File: src/rtl/fsub_pipe.sv
// Three-stage pipelined IEEE-754 single-precision subtractor, y = x1 - x2, round-to-nearest-even.
// Define FSUB_FTZ_EN to flush subnormal inputs and results to signed zero.
module fsub_pipe #(
  parameter int TAG_W = 4
) (
  input  logic             clk,
  input  logic             rst,
  input  logic             in_valid,
  output logic             in_ready,
  input  logic [31:0]      x1,
  input  logic [31:0]      x2,
  input  logic [TAG_W-1:0] in_tag,
  output logic             out_valid,
  input  logic             out_ready,
  output logic [31:0]      y,
  output logic             ovf,
  output logic [TAG_W-1:0] out_tag
);

  function automatic logic [4:0] lzc26(input logic [25:0] v);
    lzc26 = 5'd26;
    for (int i = 0; i < 26; i++) begin
      if (v[i]) lzc26 = 5'(25 - i);
    end
  endfunction

  logic advance;
  logic s1_valid, s2_valid, s3_valid;

  // S1 unpack / align
  logic        sa, sb;
  logic [7:0]  ea, eb, ea_f, eb_f, el, es, diff;
  logic [23:0] ma, mb, ml, ms;
  logic        sl, a_ge;
  logic [4:0]  sh1;
  logic [56:0] shifted;
  logic        a_nan, b_nan, a_inf, b_inf, spec1;
  logic [31:0] spec_y1;

  logic             s1_spec, s1_sign, s1_sticky, s1_sub, s1_zsign;
  logic [31:0]      s1_spec_y;
  logic [7:0]       s1_exp;
  logic [25:0]      s1_lm, s1_sm;
  logic [TAG_W-1:0] s1_tag;

  // S2 add/sub + lzc
  logic [26:0] sum27;
  logic        carry2, st2, zero2;
  logic [25:0] man2;
  logic [8:0]  exp2;
  logic [4:0]  lzc2;

  logic             s2_spec, s2_sign, s2_sticky, s2_zero, s2_zsign;
  logic [31:0]      s2_spec_y;
  logic [8:0]       s2_exp;
  logic [25:0]      s2_man;
  logic [4:0]       s2_lzc;
  logic [TAG_W-1:0] s2_tag;

  // S3 normalize / round / pack
  logic [9:0]  e10, en, ef;
  logic [4:0]  sh3;
  logic [25:0] norm;
  logic [23:0] m24;
  logic [24:0] m25;
  logic        rup;
  logic [22:0] frac;
  logic [31:0] y3;
  logic        ovf3;
`ifdef FSUB_FTZ_EN
  logic        uflow;
`else
  logic [9:0]  lim;
`endif

  assign advance   = !s3_valid || out_ready;
  assign in_ready  = advance;
  assign out_valid = s3_valid;

  assign sa = x1[31];
  assign sb = ~x2[31];
  assign ea = x1[30:23];
  assign eb = x2[30:23];

  always_comb begin
    ea_f = (ea == 8'd0) ? 8'd1 : ea;
    eb_f = (eb == 8'd0) ? 8'd1 : eb;
`ifdef FSUB_FTZ_EN
    ma = (ea == 8'd0) ? 24'd0 : {1'b1, x1[22:0]};
    mb = (eb == 8'd0) ? 24'd0 : {1'b1, x2[22:0]};
`else
    ma = {ea != 8'd0, x1[22:0]};
    mb = {eb != 8'd0, x2[22:0]};
`endif
    a_ge = {ea_f, ma} >= {eb_f, mb};
    if (a_ge) begin
      sl = sa; el = ea_f; ml = ma; es = eb_f; ms = mb;
    end else begin
      sl = sb; el = eb_f; ml = mb; es = ea_f; ms = ma;
    end
    diff    = el - es;
    sh1     = (diff > 8'd31) ? 5'd31 : diff[4:0];
    // Smaller mantissa lands in [56:31] (24 bits + 2 guard); everything below is sticky
    shifted = {ms, 33'd0} >> sh1;

    a_nan   = (ea == 8'hff) && (x1[22:0] != 23'd0);
    b_nan   = (eb == 8'hff) && (x2[22:0] != 23'd0);
    a_inf   = (ea == 8'hff) && (x1[22:0] == 23'd0);
    b_inf   = (eb == 8'hff) && (x2[22:0] == 23'd0);
    spec1   = 1'b1;
    spec_y1 = 32'd0;
    if (b_nan)               spec_y1 = {sb, 8'hff, 1'b1, x2[21:0]};
    else if (a_nan)          spec_y1 = {sa, 8'hff, 1'b1, x1[21:0]};
    else if (a_inf && b_inf) spec_y1 = (sa != sb) ? 32'hffc0_0000 : {sa, 8'hff, 23'd0};
    else if (a_inf)          spec_y1 = {sa, 8'hff, 23'd0};
    else if (b_inf)          spec_y1 = {sb, 8'hff, 23'd0};
    else                     spec1   = 1'b0;
  end

  // A sticky bit on a subtraction borrows one guard-LSB and stays set,
  // which keeps the residue exact for rounding.
  always_comb begin
    if (s1_sub) sum27 = {1'b0, s1_lm} - {1'b0, s1_sm} - {26'd0, s1_sticky};
    else        sum27 = {1'b0, s1_lm} + {1'b0, s1_sm};
    carry2 = !s1_sub && sum27[26];
    man2   = carry2 ? sum27[26:1] : sum27[25:0];
    st2    = s1_sticky | (carry2 & sum27[0]);
    exp2   = {1'b0, s1_exp} + {8'd0, carry2};
    lzc2   = lzc26(man2);
    zero2  = (man2 == 26'd0) && !st2;
  end

  always_comb begin
    e10 = {1'b0, s2_exp};
`ifdef FSUB_FTZ_EN
    sh3   = s2_lzc;
    uflow = {5'd0, s2_lzc} >= e10;
`else
    lim = e10 - 10'd1;
    sh3 = ({5'd0, s2_lzc} > lim) ? lim[4:0] : s2_lzc;
`endif
    norm = s2_man << sh3;
    en   = e10 - {5'd0, sh3};
    m24  = norm[25:2];
    rup  = norm[1] & (norm[0] | s2_sticky | m24[0]);
    m25  = {1'b0, m24} + {24'd0, rup};
    // Leading bit 0 after rounding means subnormal; a carry bumps the exponent
    ef   = m25[24] ? 10'(en + 10'd1) : (m25[23] ? en : 10'd0);
    frac = m25[24] ? 23'd0 : m25[22:0];
    ovf3 = 1'b0;
    if (s2_spec)                y3 = s2_spec_y;
    else if (s2_zero)           y3 = {s2_zsign, 31'd0};
`ifdef FSUB_FTZ_EN
    else if (uflow)             y3 = {s2_sign, 31'd0};
`endif
    else if (ef >= 10'd255) begin
      y3   = {s2_sign, 8'hff, 23'd0};
      ovf3 = 1'b1;
    end
    else                        y3 = {s2_sign, ef[7:0], frac};
  end

  always_ff @(posedge clk) begin
    if (rst) begin
      s1_valid <= 1'b0; s2_valid <= 1'b0; s3_valid <= 1'b0;
      s1_spec <= 1'b0; s1_spec_y <= 32'd0; s1_sign <= 1'b0; s1_exp <= 8'd0;
      s1_lm <= 26'd0; s1_sm <= 26'd0; s1_sticky <= 1'b0; s1_sub <= 1'b0;
      s1_zsign <= 1'b0; s1_tag <= '0;
      s2_spec <= 1'b0; s2_spec_y <= 32'd0; s2_sign <= 1'b0; s2_exp <= 9'd0;
      s2_man <= 26'd0; s2_sticky <= 1'b0; s2_lzc <= 5'd0; s2_zero <= 1'b0;
      s2_zsign <= 1'b0; s2_tag <= '0;
      y <= 32'd0; ovf <= 1'b0; out_tag <= '0;
    end else if (advance) begin
      s1_valid  <= in_valid;
      s1_spec   <= spec1;
      s1_spec_y <= spec_y1;
      s1_sign   <= sl;
      s1_exp    <= el;
      s1_lm     <= {ml, 2'b00};
      s1_sm     <= shifted[56:31];
      s1_sticky <= |shifted[30:0];
      s1_sub    <= sa ^ sb;
      s1_zsign  <= sa & sb;
      s1_tag    <= in_tag;

      s2_valid  <= s1_valid;
      s2_spec   <= s1_spec;
      s2_spec_y <= s1_spec_y;
      s2_sign   <= s1_sign;
      s2_exp    <= exp2;
      s2_man    <= man2;
      s2_sticky <= st2;
      s2_lzc    <= lzc2;
      s2_zero   <= zero2;
      s2_zsign  <= s1_zsign;
      s2_tag    <= s1_tag;

      s3_valid  <= s2_valid;
      y         <= y3;
      ovf       <= ovf3;
      out_tag   <= s2_tag;
    end
  end

endmodule

File: config.mk
export PLATFORM = sky130hd
export DESIGN_NAME = fsub_pipe
export DESIGN_NICKNAME = d
export VERILOG_FILES = /design/src/rtl/fsub_pipe.sv
export SDC_FILE = /design/constraint.sdc
export NUM_CORES = 1
export LEC_CHECK = 0
export CAP_MARGIN = 30
export CORE_UTILIZATION = 55
export CTS_CLUSTER_SIZE = 14
export DETAILED_ROUTE_END_ITERATION = 10
export PLACE_DENSITY = 0.75
export SYNTH_ARGS = -nofsm -noshare
export SYNTH_HDL_FRONTEND = slang
export SYNTH_SLANG_ARGS = --single-unit
File: constraint.sdc
create_clock -name clk -period 12.7 [get_ports clk]
set_clock_uncertainty 0.05 [all_clocks]
set_input_delay 2.54 -clock clk [delete_from_list [all_inputs] [get_ports clk]]
set_output_delay 2.54 -clock clk [all_outputs]
set_load 0.02 [all_outputs]
==> results of run 1 <==
-- worst max-delay path by stage --
stage	cells after the start	endpoint
2_1_floorplan	27	s1_sticky
3_3_place_gp	24	s1_sticky
3_5_place_dp	24	s1_sticky
4_1_cts	24	s1_sticky
5_1_grt	24	s1_sticky
6_report	24	s1_sticky
-- power by group through the flow --
stage,logic (uW),clock network [uW],registers (uW)
after floorplan,713,0,769
after global placement,1020,0,756
after detailed placement,1040,0,758
after CTS,1040,722,745
after global routing,1150,748,752
final,1070,713,746
-- metal layers --
| metal | routed length [um] | track usage, % |
|---|---|---|
| met2 | 27300 | 58.5 |
| met1 | 26300 | 49.0 |
| met4 | 3020 | 17.2 |
| met3 | 4690 | 4.04 |
| met5 | 0 | 0 |
-- area by class of cell --
type | instances | area [um2]
clock inverter | 12 | 140
timing repair buffer | 135 | 1300
clock buffer | 32 | 681
fill | 2769 | 11400
tap | 396 | 495
sequential | 206 | 4120
multi-input combinational | 1904 | 12100
inverter | 162 | 621
-- placed cells by master, fill, tap and decap left out, drive strengths merged, types with 26 or more instances in the layout --
master / synthesis / routed
a211oi: 156 / 156
nand4: 26 / 26
mux2i: 48 / 48
nor3: 78 / 78
ha: 123 / 123
a221oi: 39 / 39
dfxtp: 206 / 206
o21ai: 112 / 112
nand3: 58 / 58
xnor2: 49 / 49
a22oi: 45 / 45
buf: 33 / 26
inv: 161 / 164
clkbuf: 110 / 32
nand2: 302 / 302
a21oi: 194 / 194
nor2: 277 / 277
clkdlybuf4s50: 0 / 109
-- worst min-delay path, stage by stage (launching register included) --
cell and delay (ps):
dfxtp_1 310, nand2_1 60, a21oi_1 60
-- per-stage QoR --
stage	worst slack (ps)	hold slack, ps	util [%]	instances
2_1_floorplan	2630	378	-	2415
3_3_place_gp	1940	389	60.4	2801
3_5_place_dp	1720	396	60.5	2803
4_1_cts	2250	397	63.1	2847
5_1_grt	1630	423	63.1	2847
6_report	2110	396	63.1	2847
-- state kept, by name (all words and copies together), names as in the netlist, 5 cells and up --
| register | flops |
|---|---|
| s1_exp | 8 |
| s1_lm | 24 |
| y | 32 |
| s2_exp | 9 |
| s1_spec_y | 25 |
| s2_lzc | 5 |
| s2_man | 26 |
| s2_spec_y | 25 |
| s1_sm | 26 |
-- logic make-up (layout without fill, tap and decap cells) --
| kind of cell | after synthesis | after routing | share of synthesized area [%] |
|---|---|---|---|
| flip-flops | 206 | 206 | 23.6 |
| AND/OR/NAND/NOR | 884 | 884 | 22.8 |
| multiplexers | 62 | 62 | 3.68 |
| XOR/XNOR | 74 | 74 | 3.71 |
| AO/OA/AOI/OAI | 759 | 759 | 30.1 |
| buffers and inverters | 305 | 341 | 6.95 |
| adder cells (fa/ha/maj) | 125 | 125 | 9.04 |
==> flow_summary.ini, run 1 <==
[run_status]
status = completed

[finish]
layout.nets = 2630
drive_gt1_share_pct = 6.12
num_antenna_cells = 0
fin_area_um2 = 19500
syn2layout_area_growth_pct = 11.7

[worst_setup_path]
worstSetupStartpoint = x1[28]
crit_fanout = 42
worst-setup-path-type = in -> reg
crit_path_frequent_cell = a21oi_1
required_ps = 13070
reg2reg_slack_ps = 4410
r2r-start = s2_exp[0]
cp_slowest_stage_delay_ps = 850
crit_buf_inv = 1
cp-end-kind = register
r2r_cells = 23
critPathSlowestCell = or4b_2
cp-start-kind = input port
cp_top_family = simple AND/OR/NAND/NOR gates
arrival_ps = 10960
path_cells = clkdlybuf4s50_1, or4_1, o41ai_1, ha_1, and4_1, nand3_1, or4_1, a31o_2, nand2_2, a21oi_1, ha_1, or2_2, o2111ai_1, a21oi_1, or4b_2, nor2_2, a21oi_1, or2_2, mux2_2, o21ai_0, mux2i_1, nor4b_1, nand4_1, o21ba_2
rr_endpoint = y[11]

[global_routing]
grt_max_degree = 103
grt_pass1_wl_mm = 95.0
grt_pass1_vias = 17100
grt.overflow.total = 0
grt_antenna_before_repair = 0
grtUsageTotal_pct = 36.5

[logic_synthesis]
ys_top_cells_by_area = dfxtp_1 (24%), ha_1 (8.8%), a211oi_1 (6.6%)
synth_top_area_share_pct = 23.6
yosysMostFrequentCell = nand2_1
avgSynthCellArea_um2 = 7.23
syn_area_um2 = 17500
synth_edf_count = 0
yosys-top-cells-count = nand2_1 (301), nor2_1 (276), dfxtp_1 (206)
synth_flop_cell = dfxtp_1
synth_seq_cells = 206
ys_warn_count = 0
syn_inst = 2415
synth_area_leader_cell = dfxtp_1
ys_async_sr_fraction_pct = 0
syn-num-nets = 2612
synthDistinctLibCells = 97
synth-seq-area-share_pct = 23.6

[power]
p_sw_share_pct = 40.1
power.total_uw = 2530
power_frac_seq_pct = 29.5
p_leak_uw = 0.00779
power.density_nw_per_um2 = 130
ir_drop_uv = 94.0
power.internal_uw = 1520
p_sw_uw = 1020
pwr-share-clk_pct = 28.1
p_comb_share_pct = 42.4

[routing]
ant_nets = 0
drc = 0
via_per_inst = 6.55
vias = 18600
dr.pass1.iters = 7
drt_iter0_drc = 2285
avgRoutedWirePerCell_um = 21.5
wl_mm = 61.3

[hold_path]
hold_path_startpoint = s1_spec_y[21]
min_to = s2_spec_y[21]
hold_depth = 2
worstHoldPathType = reg -> reg

[timing]
rsz0062_at_grt = no
slew_viol_final = 0
fin_crit_ps = 10590
setup_viol = 0
fmax_ghz = 0.0944
min_period_over_period_pct = 83.4
worst_pin_slew_ps = 1070
hold_violations = 0
setup_tns_ps = 0
relSlewSlack_pct = 28.1

[clock_network]
cts.sinks = 206
cts_setup_buffers = 0
numCtsBuffers = 24
htreeDepth = 1
cts_tree = built
clock-root-buffer = clkbuf_16
clock_latency_ps = 540
clkSlewWorstSetupHoldPaths_ps = 70
hold_buffers = 0
cts.repair.resized = 0
clk_path_buf_depth = 3

[floorplanning]
die_area_um2 = 32500
coreArea_um2 = 30900
start_util_pct = 56.5
die_height_um = 180
num_io_pins = 111
rows = 64
die_w_um = 180

[flow_run]
drv_cap = 0

[placed_design]
io_buffers = 110
place.gp.congestion = 1.04
hpwl_mm = 47.1
placed_area_um2 = 18700
Power figures use the tool's default switching activity.
==> run 2: changes to the inputs <==
==> constraint.sdc (replaced) <==
create_clock -name clk -period 10.7 [get_ports clk]
set_clock_uncertainty 0.05 [all_clocks]
set_input_delay 2.14 -clock clk [delete_from_list [all_inputs] [get_ports clk]]
set_output_delay 2.14 -clock clk [all_outputs]
set_load 0.02 [all_outputs]
==> run 2 against run 1 <==
Compared with the run above: utilization is 0.11 points higher; largest power group unchanged; clock power rose by 21%; highest routed layer unchanged; sequential cell count unchanged; critical path depth is 2 lower; setup slack lost 1000 ps; global-route usage is 0.085 points higher; via count up 1.3%; sequential power is 19% higher; design area rose by 0.18%; count of clock-buffer cells in the layout is the same; sequential share of layout area is essentially flat; non-clock buffer count is 3 higher.
==> flow_summary.ini, run 2 (synthesized netlist as in run 1, its figures left out) <==
[run_status]
status = completed

[worst_setup_path]
cp_top_family = simple AND/OR/NAND/NOR gates
worstSetupStartpoint = x1[28]
cp-start-kind = input port
reg2reg_slack_ps = 2370
crit_buf_inv = 2
path_cells = clkdlybuf4s50_1, or4_1, o41ai_1, ha_1, and4_1, nand3_1, or4_1, a31o_2, nand2_2, buf_4, o2111ai_1, and4_1, or4b_2, nor2_2, nor3_1, a311o_1, a21bo_2, o21a_1, a21o_1, nor4b_1, nand4_1, o21ba_2
cp-end-kind = register
crit_fanout = 78
worst-setup-path-type = in -> reg
arrival_ps = 10010
r2r-start = s2_exp[0]
critPathSlowestCell = or4b_2
required_ps = 11070
cp_slowest_stage_delay_ps = 850

[routing]
drc = 0
ant_nets = 0
vias = 18900
avgRoutedWirePerCell_um = 21.6
wl_mm = 61.7
drt_iter0_drc = 2216
via_per_inst = 6.61
dr.pass1.iters = 6

[finish]
layout.nets = 2634
drive_gt1_share_pct = 6.31
fin_cells = 2853
reg.largest.list = y (32), s1_sm (26), s2_man (26)
regMostFlops = y
regArea_um2 = 4120
syn2layout_area_growth_pct = 11.9
largest_register_ffs = 32
layout_common_cells = nand2_1 (300), nor2_1 (275), dfxtp_1 (206)
multi_input_area_um2 = 12100
mostFrequentLayoutCell = nand2_1
fillCellCount = 2780

[placed_design]
hpwl_mm = 47.1
placedCellCount = 2806
place.gp.congestion = 1.03
io_buffers = 110

[clock_network]
numCtsBuffers = 25
cts_setup_buffers = 0
cts_tree = built
clkSlewWorstSetupHoldPaths_ps = 60
hold_buffers = 0
cts.sinks = 206
clk_path_buf_depth = 3
htreeDepth = 1
clock_latency_ps = 540
clock-root-buffer = clkbuf_16
cts.repair.resized = 0

[global_routing]
grt_max_degree = 89
grt_antenna_before_repair = 1
grtUsageTotal_pct = 36.6
grt_pass1_vias = 17600
grt.overflow.total = 0
grt_pass1_wl_mm = 96.0

[floorplanning]
rows = 64
start_util_pct = 56.5
die_height_um = 180
num_io_pins = 111
die_w_um = 180
coreArea_um2 = 30900
die_area_um2 = 32500

[power]
power.internal_uw = 1810
p_comb_share_pct = 42.2
pwr-share-clk_pct = 28.5
p_leak_uw = 0.00783
power_frac_seq_pct = 29.3
power.density_nw_per_um2 = 155
p_sw_share_pct = 40.1
ir_drop_uv = 112
p_sw_uw = 1210

[hold_path]
hold_path_startpoint = s1_spec_y[2]
worstHoldPathType = reg -> reg

[timing]
slew_viol_final = 0
fmax_ghz = 0.104
fin_crit_ps = 9640
worst_pin_slew_ps = 986
hold_violations = 0
setup_viol = 0
rsz0062_at_grt = no
min_period_over_period_pct = 90.1
setup_tns_ps = 0
relSlewSlack_pct = 33.6

[flow_run]
drv_cap = 0
run 2: cell count changes in the layout (fill, tap and decap cells not counted), sizes merged:
cell / delta
diode: +1
inv: -1
buf: +3
clkinvlp: -3
clkinv: +6
run 2: power groups by stage:
stage	combinational (uW)	clock, uW	sequential [uW]
floorplan	846	0	913
global placement	1210	0	898
detailed placement	1230	0	901
CTS	1240	870	884
global route	1370	899	893
finish	1270	862	886
run 2: worst paths after layout:
path	cells past startpoint	end
setup reg to reg	23	y[15]
hold reg to reg	2	s2_spec_y[2]
hold / removal	2	s2_spec_y[2]
setup / recovery	22	s1_sticky
run 2: through the flow:
step                area [um2]  utilization, %  hold WS, ps  power [uW]  setup slack (ps)
floorplan                17500               -          378        1760              1030
global placement         18700            60.5          386        2110               813
global route             19500            63.2          410        3170               520
CTS                      19500            63.2          381        2990              1230
detailed placement       18700            60.5          393        2130               712
finish                   19500            63.2          394        3020              1060
run 2: tightest hold or removal path, stage by stage, from the launching register on:
cell and delay (ps):
dfxtp_1 310, nand2_1 50, a21oi_1 50
run 2: metal layers:
layer	vias to the layer above	part of all wire [%]	track usage [%]
met2	965	45	59.2
met3	159	8.2	5.19
met4	0	4.5	16.0
met5	-	0	0
li1	8839	-	-
met1	8909	42	48.4
run 2: area by class of cell:
class / count / share of cell area, %
Multi-Input combinational cell: 1904 / 62.1
Sequential cell: 206 / 21.1
Timing Repair Buffer: 138 / 6.74
Clock buffer: 32 / 3.54
Inverter: 162 / 3.18
Tap cell: 396 / 2.54
Clock inverter: 14 / 0.749
Antenna cell: 1 / 0.0128
==> run 3: changes to the inputs <==
--- a/config.mk
+++ b/config.mk
@@ -5,8 +5,8 @@
 export SDC_FILE = /design/constraint.sdc
 export NUM_CORES = 1
 export LEC_CHECK = 0
-export CAP_MARGIN = 30
 export CORE_UTILIZATION = 55
+export CTS_CLUSTER_DIAMETER = 100
 export CTS_CLUSTER_SIZE = 14
 export DETAILED_ROUTE_END_ITERATION = 10
 export PLACE_DENSITY = 0.75
==> run 3 against run 2 <==
Compared with the run above: setup slack got worse by 43 ps; register-to-register slack improved by 60 ps; final cell count fell by 0.84%; first-iteration DRC count shrank 7.7%; via count is 0.61% lower; critical endpoint unchanged.
==> flow_summary.ini, run 3 (synthesized netlist as in run 1, its figures left out) <==
[power]
pwr-share-clk_pct = 22.9
p_sw_uw = 1160
ir_drop_uv = 122
p_leak_uw = 0.00766
power_frac_seq_pct = 31.6
p_sw_share_pct = 41.4
power.density_nw_per_um2 = 146
power.internal_uw = 1640
p_comb_share_pct = 45.5
power.total_uw = 2800

[worst_setup_path]
cp-start-kind = input port
arrival_ps = 10040
crit_fanout = 78
path_cells = clkdlybuf4s50_1, or4_1, o41ai_1, ha_1, and4_1, nand3_1, or4_1, a31o_2, nand2_2, buf_4, o2111ai_1, and4_1, or4b_2, nor2_2, nor3_1, a311o_1, a21bo_2, o21a_1, a21o_1, nor4b_1, nand4_1, o21ba_2
reg2reg_slack_ps = 2430
cp_slowest_stage_delay_ps = 860
worstSetupStartpoint = x1[28]
rr_endpoint = y[15]
endpoint = s1_sticky
cp-end-kind = register
required_ps = 11060
critPathSlowestCell = or4b_2
r2r_cells = 23
r2r-start = s2_exp[0]
worst-setup-path-type = in -> reg

[finish]
mostFrequentLayoutCell = nand2_1
layout_common_cells = nand2_1 (300), nor2_1 (275), dfxtp_1 (206)
multi_input_area_um2 = 12100
reg.largest.list = y (32), s1_sm (26), s2_man (26)
fillCellCount = 2848
regMostFlops = y
syn2layout_area_growth_pct = 10.1
drive_gt1_share_pct = 5.47
regArea_um2 = 4120
largest_register_ffs = 32
layout.nets = 2627

[routing]
ant_nets = 0
drc = 0
avgRoutedWirePerCell_um = 21.8
vias = 18800
wl_mm = 61.6
dr.pass1.iters = 9
via_per_inst = 6.63
drt_iter0_drc = 2046

[global_routing]
grt.overflow.total = 0
grt_pass1_wl_mm = 95.1
grt_max_degree = 89
grtUsageTotal_pct = 36.4
grt_antenna_before_repair = 1
grt_pass1_vias = 17700

[clock_network]
clkSlewWorstSetupHoldPaths_ps = 70
clock-root-buffer = clkbuf_16
hold_buffers = 0
cts_tree = built
cts_setup_buffers = 0
htreeDepth = 1
cts.sinks = 206
clock_latency_ps = 510
cts.repair.resized = 0
clk_path_buf_depth = 3
numCtsBuffers = 19

[floorplanning]
coreArea_um2 = 30900
die_w_um = 180
num_io_pins = 111
rows = 64
die_height_um = 180
die_area_um2 = 32500
start_util_pct = 56.5

[timing]
hold_violations = 0
setup_viol = 0
setup_tns_ps = 0
fin_crit_ps = 9680
fmax_ghz = 0.103
slew_viol_final = 0
min_period_over_period_pct = 90.5
relSlewSlack_pct = 23.9
rsz0062_at_grt = no
worst_pin_slew_ps = 1140
whs_ps = 403

[flow_run]
drv_cap = 0

[placed_design]
hpwl_mm = 47.1
io_buffers = 110
place.gp.congestion = 1.03

[hold_path]
worstHoldPathType = reg -> reg

[run_status]
status = completed
[run 3: cell types whose count changed in the layout (fill, tap and decap cells not counted)]
cell and delta:
clkbuf_16 -6, inv_16 -1, buf_6 -1, clkinv_4 -2
inv_6 -1, bufinv_16 -1, clkinv_2 -7, inv_8 +1
clkbuf_1 -2, clkbuf_8 -4
[run 3: area by class of cell]
| class | instances | area share (%) |
|---|---|---|
| repair buffers | 137 | 6.79 |
| multi-input cells | 1904 | 63.2 |
| inverters | 162 | 3.23 |
| clock inverters | 3 | 0.241 |
| flip-flops and latches | 206 | 21.5 |
| well taps | 396 | 2.58 |
| diodes | 1 | 0.0130 |
| clock buffers | 20 | 2.49 |
[run 3: worst min-delay path by stage]
stage,startpoint,endpoint,slack [ps],cells past startpoint
floorplan,s2_spec_y[0],s2_spec_y[0],380,2
global placement,s2_spec_y[0],s2_spec_y[0],390,2
detailed placement,out_tag[1],out_tag[1],390,2
CTS,s1_spec_y[17],s2_spec_y[17],400,2
global route,s1_spec_y[14],s2_spec_y[14],420,2
finish,out_tag[3],out_tag[3],400,2
[run 3: metal layers]
metal | up-vias | wire length (um) | track usage (%)
li1 | 8788 | - | -
met1 | 8820 | 26100 | 47.7
met2 | 978 | 27700 | 59.4
met3 | 171 | 5150 | 5.21
met4 | 0 | 2680 | 16.2
met5 | - | 0 | 0
[run 3: worst max-delay path, delay by kind of cell]
kind | cells | cell delay (ps)
fa+ha+maj | 1 | 290
compound gates | 8 | 2540
simple gates | 11 | 3910
buf+inv | 2 | 1170
[run 3: power groups by stage]
stage	Sequential, uW	Clock (uW)	Combinational (uW)
2_1_floorplan	913	0	846
3_3_place_gp	898	0	1210
3_5_place_dp	900	0	1230
4_1_cts	884	649	1240
5_1_grt	893	673	1370
6_report	886	641	1280
[run 3: metrics by stage]
step	cells	cell area (um2)	utilization [%]	setup WS (ps)
2_1_floorplan	2415	17500	-	1030
3_3_place_gp	2805	18700	60.5	813
3_5_place_dp	2805	18700	60.5	661
4_1_cts	2828	19200	62.2	1150
5_1_grt	2829	19200	62.2	453
6_report	2829	19200	62.2	1020
